### src/rtl/sgf_round_if.sv
// Handshake bundle for the significand rounding unit: input beat stream and
// rounded-result stream, each with valid/ready.
interface sgf_round_if #(
  parameter int SW = 23
);
  logic          in_valid;
  logic          in_ready;
  logic [SW-1:0] in_sgf;
  logic [1:0]    in_grs;
  logic          in_sign;
  logic [1:0]    in_mode;
  logic          out_valid;
  logic          out_ready;
  logic [SW-1:0] out_sgf;
  logic          out_carry;
  logic          out_inc;
  logic          out_inexact;
  logic          out_sign;

  modport master (
    output in_valid, in_sgf, in_grs, in_sign, in_mode, out_ready,
    input  in_ready, out_valid, out_sgf, out_carry, out_inc, out_inexact, out_sign
  );

  modport slave (
    input  in_valid, in_sgf, in_grs, in_sign, in_mode, out_ready,
    output in_ready, out_valid, out_sgf, out_carry, out_inc, out_inexact, out_sign
  );
endinterface

### src/rtl/sgf_round_unit.sv
// Two-stage significand rounding unit: stage 1 decides the increment, stage 2
// adds it with carry-out. Saturating counter tracks delivered round-ups.
module sgf_round_unit #(
  parameter int SW     = 23,
  parameter bit RNE_EN = 1'b1,
  parameter int CW     = 16
) (
  input  logic          clk,
  input  logic          rst_n,
  sgf_round_if.slave    bus,
  input  logic          clr_count,
  output logic [CW-1:0] inc_count
);

  logic          s1_valid;
  logic [SW-1:0] s1_sgf;
  logic          s1_sign;
  logic          s1_inc;
  logic          s1_inexact;

  logic          out_valid;
  logic [SW-1:0] out_sgf;
  logic          out_carry;
  logic          out_inc;
  logic          out_inexact;
  logic          out_sign;

  logic          s1_en;
  logic          s2_en;
  logic          xfer_out;
  logic          inc_c;
  logic          inexact_c;
  logic [SW:0]   sum;

  assign s2_en        = ~out_valid | bus.out_ready;
  assign s1_en        = ~s1_valid | s2_en;
  assign xfer_out     = out_valid & bus.out_ready;
  assign bus.in_ready = s1_en;

  always_comb begin
    inexact_c = |bus.in_grs;
    inc_c     = 1'b0;
    case (bus.in_mode)
      2'b00:   inc_c = RNE_EN & bus.in_grs[1] & (bus.in_grs[0] | bus.in_sgf[0]);
      2'b01:   inc_c = bus.in_sign & inexact_c;
      2'b10:   inc_c = ~bus.in_sign & inexact_c;
      default: inc_c = 1'b0;
    endcase
  end

  always_ff @(posedge clk or negedge rst_n) begin
    if (!rst_n) begin
      s1_valid   <= 1'b0;
      s1_sgf     <= '0;
      s1_sign    <= 1'b0;
      s1_inc     <= 1'b0;
      s1_inexact <= 1'b0;
    end else if (s1_en) begin
      s1_valid <= bus.in_valid;
      if (bus.in_valid) begin
        s1_sgf     <= bus.in_sgf;
        s1_sign    <= bus.in_sign;
        s1_inc     <= inc_c;
        s1_inexact <= inexact_c;
      end
    end
  end

  // Extra top bit of the sum is the carry into the exponent.
  assign sum = {1'b0, s1_sgf} + {{SW{1'b0}}, s1_inc};

  always_ff @(posedge clk or negedge rst_n) begin
    if (!rst_n) begin
      out_valid   <= 1'b0;
      out_sgf     <= '0;
      out_carry   <= 1'b0;
      out_inc     <= 1'b0;
      out_inexact <= 1'b0;
      out_sign    <= 1'b0;
    end else if (s2_en) begin
      out_valid <= s1_valid;
      if (s1_valid) begin
        out_sgf     <= sum[SW-1:0];
        out_carry   <= sum[SW];
        out_inc     <= s1_inc;
        out_inexact <= s1_inexact;
        out_sign    <= s1_sign;
      end
    end
  end

  always_ff @(posedge clk or negedge rst_n) begin
    if (!rst_n) begin
      inc_count <= '0;
    end else if (clr_count) begin
      inc_count <= '0;
    end else if (xfer_out && out_inc && inc_count != {CW{1'b1}}) begin
      inc_count <= inc_count + CW'(1);
    end
  end

  assign bus.out_valid   = out_valid;
  assign bus.out_sgf     = out_sgf;
  assign bus.out_carry   = out_carry;
  assign bus.out_inc     = out_inc;
  assign bus.out_inexact = out_inexact;
  assign bus.out_sign    = out_sign;

endmodule

### src/flat_wrapper.sv
// flat-port wrapper written by rule: the top's interface ports become plain ports
module sgf_round_unit_flat 
#(
  parameter int SW     = 23,
  parameter bit RNE_EN = 1'b1,
  parameter int CW     = 16
)
  (clk, rst_n, clr_count, inc_count, bus_in_valid, bus_in_sgf, bus_in_grs, bus_in_sign, bus_in_mode, bus_out_ready, bus_in_ready, bus_out_valid, bus_out_sgf, bus_out_carry, bus_out_inc, bus_out_inexact, bus_out_sign);
  sgf_round_if #(.SW(SW)) bus_i ();
  input  logic clk;
  input  logic rst_n;
  input  logic clr_count;
  output logic [CW-1:0] inc_count;
  input wire logic [$bits(bus_i.in_valid)-1:0] bus_in_valid;
  input wire logic [$bits(bus_i.in_sgf)-1:0] bus_in_sgf;
  input wire logic [$bits(bus_i.in_grs)-1:0] bus_in_grs;
  input wire logic [$bits(bus_i.in_sign)-1:0] bus_in_sign;
  input wire logic [$bits(bus_i.in_mode)-1:0] bus_in_mode;
  input wire logic [$bits(bus_i.out_ready)-1:0] bus_out_ready;
  output wire logic [$bits(bus_i.in_ready)-1:0] bus_in_ready;
  output wire logic [$bits(bus_i.out_valid)-1:0] bus_out_valid;
  output wire logic [$bits(bus_i.out_sgf)-1:0] bus_out_sgf;
  output wire logic [$bits(bus_i.out_carry)-1:0] bus_out_carry;
  output wire logic [$bits(bus_i.out_inc)-1:0] bus_out_inc;
  output wire logic [$bits(bus_i.out_inexact)-1:0] bus_out_inexact;
  output wire logic [$bits(bus_i.out_sign)-1:0] bus_out_sign;
  assign bus_i.in_valid = bus_in_valid;
  assign bus_i.in_sgf = bus_in_sgf;
  assign bus_i.in_grs = bus_in_grs;
  assign bus_i.in_sign = bus_in_sign;
  assign bus_i.in_mode = bus_in_mode;
  assign bus_i.out_ready = bus_out_ready;
  assign bus_in_ready = bus_i.in_ready;
  assign bus_out_valid = bus_i.out_valid;
  assign bus_out_sgf = bus_i.out_sgf;
  assign bus_out_carry = bus_i.out_carry;
  assign bus_out_inc = bus_i.out_inc;
  assign bus_out_inexact = bus_i.out_inexact;
  assign bus_out_sign = bus_i.out_sign;
  sgf_round_unit #(.SW(SW), .RNE_EN(RNE_EN), .CW(CW)) u_core (.clk(clk), .rst_n(rst_n), .bus(bus_i), .clr_count(clr_count), .inc_count(inc_count));
endmodule
### config.mk
export PLATFORM = sky130hd
export DESIGN_NAME = sgf_round_unit_flat
export DESIGN_NICKNAME = d
export VERILOG_FILES = /design/src/rtl/sgf_round_if.sv /design/src/rtl/sgf_round_unit.sv /design/src/flat_wrapper.sv
export SDC_FILE = /design/constraint.sdc
export NUM_CORES = 1
export LEC_CHECK = 0
export ABC_AREA = 1
export BUFFER_PORTS_ARGS = -buffer_cell sky130_fd_sc_hd__buf_4
export CORE_ASPECT_RATIO = 1.75
export CORE_MARGIN = 5
export CORE_UTILIZATION = 45
export CTS_CLUSTER_DIAMETER = 50
export DETAILED_ROUTE_END_ITERATION = 8
export GPL_ROUTABILITY_DRIVEN = 0
export PLACE_DENSITY_LB_ADDON = 0.2
export RECOVER_POWER = 50
export SYNTH_ARGS = -nofsm -noshare
export SYNTH_HDL_FRONTEND = slang
export SYNTH_SLANG_ARGS = --single-unit
### constraint.sdc
create_clock -name clk -period 2 [get_ports clk]
set_input_delay 0.3 -clock clk [delete_from_list [all_inputs] [get_ports clk]]
set_output_delay 0.3 -clock clk [all_outputs]
set_load 0.1 [all_outputs]
==> impl_metrics.json, run 1 <==
{
  "outcome": "completed",
  "synth_top_area_share_pct": 46.6,
  "crit_required_ns": 2.22,
  "setup_viol": 0,
  "grt_pass1_vias": 3628,
  "p_sw_w": 0.00247,
  "vias_per_cell": 4.99,
  "holdCritPathClass": "in -> reg",
  "avgSynthCellArea_um2": 7.80,
  "period_minus_slack_ns": 1.64,
  "cts_hold_buffers": 1,
  "leakage_nw": 2.40,
  "drt_pass1_iterations": 4,
  "antenna_found_initial": 0,
  "grt_pass1_wl_um": 16300,
  "design.die.area_um2": 10500,
  "worstPathMaxFanout": 5,
  "final_cell_mix": "162 x nand2_1, 68 x dfrtp_1, 62 x buf_4",
  "post_cts_buffers": 0,
  "stdcell_count": 695,
  "core_area_um2": 8310,
  "clockRootBuffer": "clkbuf_16",
  "fin_nets": 615,
  "switching_share_pct": 44.8,
  "pin_count": 78,
  "relSlewSlack_pct": 26.4,
  "p_comb_share_pct": 37.6,
  "dpl-instance-area_um2": 4560,
  "yosysSeqAreaShare_pct": 46.6,
  "synth_cell_types": 30,
  "placed_cells": 678,
  "grt_start_max_net_pins": 44,
  "io_buffers": 77,
  "endpoint_kind": "flip-flop",
  "worst_r2r_endpoint": "u_core.bus.out_sgf[22]",
  "drt-wirelength-per-cell_um": 14.2,
  "drv_cap": 0,
  "clk_pin_slew_worst_paths_ns": 0.05,
  "drc_errors": 0,
  "cp.arrival_ns": 1.87,
  "ys_warn_count": 0,
  "skew_ns": 0.00671,
  "ys_ff_latch": 71,
  "timing.rr.start": "u_core.s1_inc",
  "clk_latency_ns": 0.33,
  "die_h_um": 132,
  "crit_start": "u_core.s1_inc",
  "synth_nets": 529,
  "tightest_slew_ns": 1.10,
  "drive_gt1_share_pct": 24.3,
  "overflow": 0,
  "hold_slack_ns": 0.197,
  "start_kind": "flip-flop",
  "fmax_mhz": 609,
  "die_w_um": 79.6,
  "htree_levels": 3,
  "synth_top_area_cell": "dfrtp_1",
  "worstRegToRegCells": 9,
  "cts_buffer_depth": 2,
  "drt-total-wl_um": 9890,
  "cts.sinks": 71,
  "synth_area_leaders": "dfrtp_1 47%, nand2_1 16%, nor2_1 5.4%",
  "place_hpwl_um": 7700,
  "finalSetupTns_ns": 0,
  "syn_area_um2": 3810,
  "p_seq_share_pct": 34.3,
  "grtUsageTotal_pct": 20.0,
  "start_util_pct": 45.9,
  "rsz0062_at_grt": "false",
  "top_regs": "u_core.bus.out_sgf: 23 flops, u_core.s1_sgf: 23 flops, u_core.inc_count: 16 flops",
  "endpoint": "u_core.bus.out_sgf[22]",
  "diodes": 0,
  "vias": 3470,
  "power_frac_clock_pct": 28.1,
  "r2r_slack_ns": 0.36,
  "syn_inst": 489,
  "fin_crit_sh_pct": 82.1,
  "internal_power_w": 0.00304,
  "irDropWorstVdd_v": 0.000622,
  "cts_buffers": 9,
  "final_common_cell": "nand2_1",
  "timing_hold_violations_final": 0,
  "ant_nets": 0,
  "power_density_nw_per_um2": 1150,
  "syn_to_final_growth_pct": 26.1,
  "fin_area_um2": 4810,
  "crit_type": "reg -> reg",
  "cts_tree": "done",
  "ctsResizeCount": 0,
  "maxSlewViolCount": 0,
  "drtIter0Drc": 168,
  "num_rows": 44
}
[routing by layer]
metal | vias up | part of all wire [%] | GRT usage [%] | wire, um
li1 | 1720 | - | - | -
met1 | 1611 | 37 | 21.0 | 3650
met2 | 107 | 54 | 35.6 | 5320
met3 | 32 | 4.8 | 4.86 | 471
met4 | 0 | 4.4 | 11.0 | 439
met5 | - | 0 | 0 | 0
[power groups by stage]
stage               Sequential, W  Clock, W  Combinational (W)
CTS                       0.00189   0.00158            0.00217
floorplan                 0.00304         0           0.000479
global route              0.00192   0.00165            0.00219
global placement          0.00191         0            0.00215
finish                    0.00189   0.00155            0.00207
detailed placement        0.00191         0            0.00216
[area by class of cell]
type / instances / area [um^2]
clock buffer: 14 / 284
clock inverter: 2 / 12.5
fill: 795 / 3500
inverter: 46 / 173
multi-input combinational: 361 / 1810
sequential: 71 / 1780
tap: 115 / 144
timing repair buffer: 86 / 606
[synth_stat cells]
cell type and n:
nand2_1 162, dfrtp_1 71, nor2_1 55, inv_1 42
nand3_1 41, a21oi_1 18, o21ai_0 12, xor2_1 11
mux2_2 10, ha_1 7, nand4_1 7, nor2_4 7
o21ai_1 7, nand2_2 6, nor2_2 6, buf_2 5
clkbuf_1 3, inv_2 3, xnor2_1 3, buf_4 2
nand3_2 2, a21oi_2 1, a31oi_1 1, buf_6 1
clkinv_1 1, nand2_4 1, nand3b_1 1, o21ai_2 1
o21bai_1 1, or2_2 1
[worst max-delay path, cell delays in order (launching register included)]
cell and delay [ns]:
dfrtp_1 0.40, ha_1 0.17, ha_1 0.17, nand2_1 0.09
nor2_4 0.14, nand2_1 0.13, nor2_1 0.20, nand3_1 0.09
nand3_1 0.09, nand2_1 0.05
[through the flow]
stage / util [%] / setup WS (ns) / power (W)
after floorplan: - / 0.0365 / 0.00352
after global placement: 54.8 / 0.441 / 0.00406
after detailed placement: 54.8 / 0.374 / 0.00408
after CTS: 58.5 / 0.354 / 0.00564
after global routing: 57.9 / 0.151 / 0.00576
final: 57.9 / 0.358 / 0.00551
[worst min path at each step]
stage / endpoint / slack (ns) / from / cells after the start
after floorplan: u_core.bus.out_carry / 0.004 / rst_n / 0
after global placement: u_core.inc_count[15] / 0.33 / rst_n / 1
after detailed placement: u_core.bus.out_sgf[8] / 0.34 / rst_n / 1
after CTS: u_core.s1_sgf[2] / 0.19 / bus_in_sgf[2] / 2
after global routing: u_core.s1_sgf[4] / 0.20 / bus_in_sgf[4] / 2
final: u_core.s1_sgf[2] / 0.20 / bus_in_sgf[2] / 2
[logic make-up after synthesis]
family / after synthesis / synth area share [%]
AO/OA/AOI/OAI: 41 / 5.68
multiplexers: 10 / 2.95
AND/OR/NAND/NOR: 289 / 33.1
adder cells (fa/ha/maj): 7 / 2.30
buffers and inverters: 57 / 6.17
flip-flops: 71 / 46.6
XOR/XNOR: 14 / 3.22
(Power assumes the default switching activity.)
==> inputs of run 2 (changes only) <==
--- a/config.mk
+++ b/config.mk
@@ -5,7 +5,7 @@
 export SDC_FILE = /design/constraint.sdc
 export NUM_CORES = 1
 export LEC_CHECK = 0
-export ABC_AREA = 1
+export ABC_AREA = 0
 export BUFFER_PORTS_ARGS = -buffer_cell sky130_fd_sc_hd__buf_4
 export CORE_ASPECT_RATIO = 1.75
 export CORE_MARGIN = 5
==> constraint.sdc (replaced) <==
create_clock -name clk -period 1.7 [get_ports clk]
set_input_delay 0.255 -clock clk [delete_from_list [all_inputs] [get_ports clk]]
set_output_delay 0.255 -clock clk [all_outputs]
set_load 0.1 [all_outputs]
==> run 2 against run 1 <==
Net effect:
- the flow now finishes with violations (negative setup slack)
- via count shrank 8.7%
- power grew 8.5%
- sequential power grew 12%
- sequential share of layout area shrank 1.8 points
- maximum frequency shrank 4.5%
- largest power group is now registers
- highest routed layer unchanged
==> impl_metrics.json, run 2 <==
{
  "outcome": "finished with violations",
  "violations": "negative setup slack",
  "cp.arrival_ns": 1.93,
  "whs_path_depth": 2,
  "drt_pass1_iterations": 4,
  "synth_top_area_cell": "dfrtp_1",
  "synth_most_common_cell": "dfrtp_1",
  "clockRootBuffer": "clkbuf_16",
  "cts_buffer_depth": 2,
  "start_kind": "flip-flop",
  "endpoint_kind": "flip-flop",
  "top_layer": "met4",
  "start_util_pct": 46.1,
  "synth_flop_cell": "dfrtp_1",
  "fin_nets": 510,
  "skew_ns": 0.00590,
  "maxSlewViolCount": 0,
  "final_cell_mix": "119 x buf_4, 51 x dfrtp_1, 41 x nand2_1",
  "path_depth": 5,
  "rsz0062_at_grt": "true",
  "syn_area_um2": 3520,
  "num_rows": 42,
  "worstPathMaxFanout": 4,
  "clk_pin_slew_worst_paths_ns": 0.06,
  "grt_start_max_net_pins": 32,
  "power_density_nw_per_um2": 1140,
  "drc_errors": 0,
  "worstRegToRegCells": 5,
  "fillers": 583,
  "ys_ff_latch": 71,
  "avgSynthCellArea_um2": 10.6,
  "fmax_mhz": 582,
  "crit_type": "reg -> reg",
  "placed_cells": 536,
  "io_buffers": 77,
  "overflow": 0,
  "stdcell_count": 563,
  "syn_to_final_growth_pct": 48.9,
  "design.die.area_um2": 9750,
  "core_area_um2": 7620,
  "async_flop_share_pct": 100,
  "clk_latency_ns": 0.33,
  "synth_area_leaders": "dfrtp_1 51%, mux2_2 9.3%, nand2_1 4.6%",
  "crit_family": "simple AND/OR/NAND/NOR gates",
  "htree_levels": 3,
  "drt-total-wl_um": 9790,
  "synth_cell_types": 41,
  "leakage_nw": 2.35,
  "dr_wl_met2_um": 5680,
  "yosysSeqAreaShare_pct": 50.5,
  "crit_required_ns": 1.91,
  "fin_ws_ns": -0.0193,
  "drt-wirelength-per-cell_um": 17.4,
  "setup_viol": 4,
  "cts_buffers": 9,
  "synth_common_cells": "71 x dfrtp_1, 43 x nand2_1, 29 x mux2_2",
  "cts_tree": "done",
  "relSlewSlack_pct": 45.9,
  "slowest_stage": "dfrtp_4",
  "antenna_found_initial": 0,
  "grt_pass1_wl_um": 16100,
  "ant_nets": 0,
  "diodes": 0,
  "grt_pass1_vias": 3361,
  "cts.sinks": 71,
  "totalPowerFinal_w": 0.00598,
  "grtUsageTotal_pct": 20.8,
  "synth_nets": 373,
  "holdCritPathClass": "in -> reg",
  "met1_length_um": 3420,
  "ys_warn_count": 0,
  "synth_edf_count": 0,
  "timing_hold_violations_final": 0,
  "place_hpwl_um": 7190,
  "die_h_um": 127,
  "final_common_cell": "buf_4",
  "crit_path_max_incr_delay_ns": 0.48,
  "pin_count": 78,
  "period_minus_slack_ns": 1.72,
  "irDropWorstVdd_v": 0.000796,
  "die_w_um": 76.8,
  "fin_crit_sh_pct": 101,
  "vias_per_cell": 5.63,
  "synth_top_area_share_pct": 50.5,
  "drtIter0Drc": 100,
  "tightest_slew_ns": 0.812,
  "drv_cap": 0,
  "critical_path_buf_inv_count": 1,
  "syn_inst": 333,
  "top_regs": "u_core.bus.out_sgf: 23 flops, u_core.s1_sgf: 23 flops, u_core.inc_count: 16 flops",
  "vias": 3167,
  "drive_gt1_share_pct": 48.6,
  "met3_wirelength_um": 455,
  "critical_path.cell_chain": "nand4_1, buf_4, nor3_2, nor4bb_1, mux2_2"
}
[run 2: changes by cell type in the layout (fill, tap and decap cells not counted), moves of 12 or more]
cell      delta
nand3_1     -33
buf_4       +57
dfrtp_1     -17
mux2_4      +16
nand2_1    -121
clkbuf_2    -12
dfrtp_4     +16
inv_1       -35
nor2_1      -37
[run 2: final cells by class]
class	count	area, um^2	area share, %
multi-input combinational	243	1900	36.3
sequential	71	1840	35.2
timing repair buffer	138	1070	20.5
clock buffer	16	282	5.38
tap	88	110	2.10
inverter	7	26.3	0.502
[run 2: timing repair]
action,CTS,global route
resized for setup,10,19
endpoints found under the setup margin,13,30
hold buffers,1,0
hold endpoints to repair,28,0
buffers inserted,3,5
pin swaps,12,16
gates cloned,1,1
[run 2: layer usage]
| layer | track usage, % | vias to the layer above |
|---|---|---|
| met5 | 0 | - |
| met4 | 11.9 | 0 |
| met3 | 4.54 | 21 |
| met2 | 38.7 | 90 |
| met1 | 20.8 | 1567 |
| li1 | - | 1489 |
[run 2: per-stage QoR]
| stage | TNS, ns | hold WS (ns) | setup slack [ns] | cell area [um^2] | util [%] |
|---|---|---|---|---|---|
| floorplan | -22.32 | -0.0406 | -0.840 | 3720 | - |
| global placement | -0.0392 | 0.225 | -0.0352 | 4760 | 62.4 |
| detailed placement | -0.211 | 0.227 | -0.0873 | 4760 | 62.4 |
| CTS | -0.0944 | 0.146 | -0.0563 | 5140 | 67.4 |
| global route | -1.20 | 0.148 | -0.0899 | 5240 | 68.7 |
| finish | -0.0500 | 0.150 | -0.0193 | 5240 | 68.7 |
[run 2: logic make-up (layout without fill, tap and decap cells)]
family	count (synthesis)	after routing	share of synthesized area [%]
mux	30	30	9.57
fa+ha+maj	7	7	2.49
compound gates	55	55	9.64
buf+inv	20	161	2.67
flops	71	71	50.5
xor+xnor	13	13	3.24
simple gates	137	138	21.9
[run 2: final timing paths]
kind                                      start              endpoint  slack [ns]
min in group asynchronous                 rst_n  u_core.inc_count[12]        0.55
hold reg to reg                  u_core.s1_sign   u_core.bus.out_sign        0.46
setup / recovery           u_core.inc_count[14]  u_core.inc_count[11]       -0.02
setup reg to reg           u_core.inc_count[14]  u_core.inc_count[11]       -0.02
hold / removal                     bus_in_valid       u_core.s1_valid        0.15
max in group asynchronous                 rst_n   u_core.inc_count[4]        0.22
[run 2: report_power, final]
group / switching (W) / internal, W
registers: 0.000191 / 0.00193
clock network: 0.000660 / 0.00111
logic: 0.00150 / 0.000583
total: 0.00235 / 0.00362
[run 2: worst register-to-register path, stage by stage (launching register included)]
cell and delay (ns):
dfrtp_4 0.48, nand4_1 0.21, buf_4 0.16, nor3_2 0.06, nor4bb_1 0.33, mux2_2 0.37
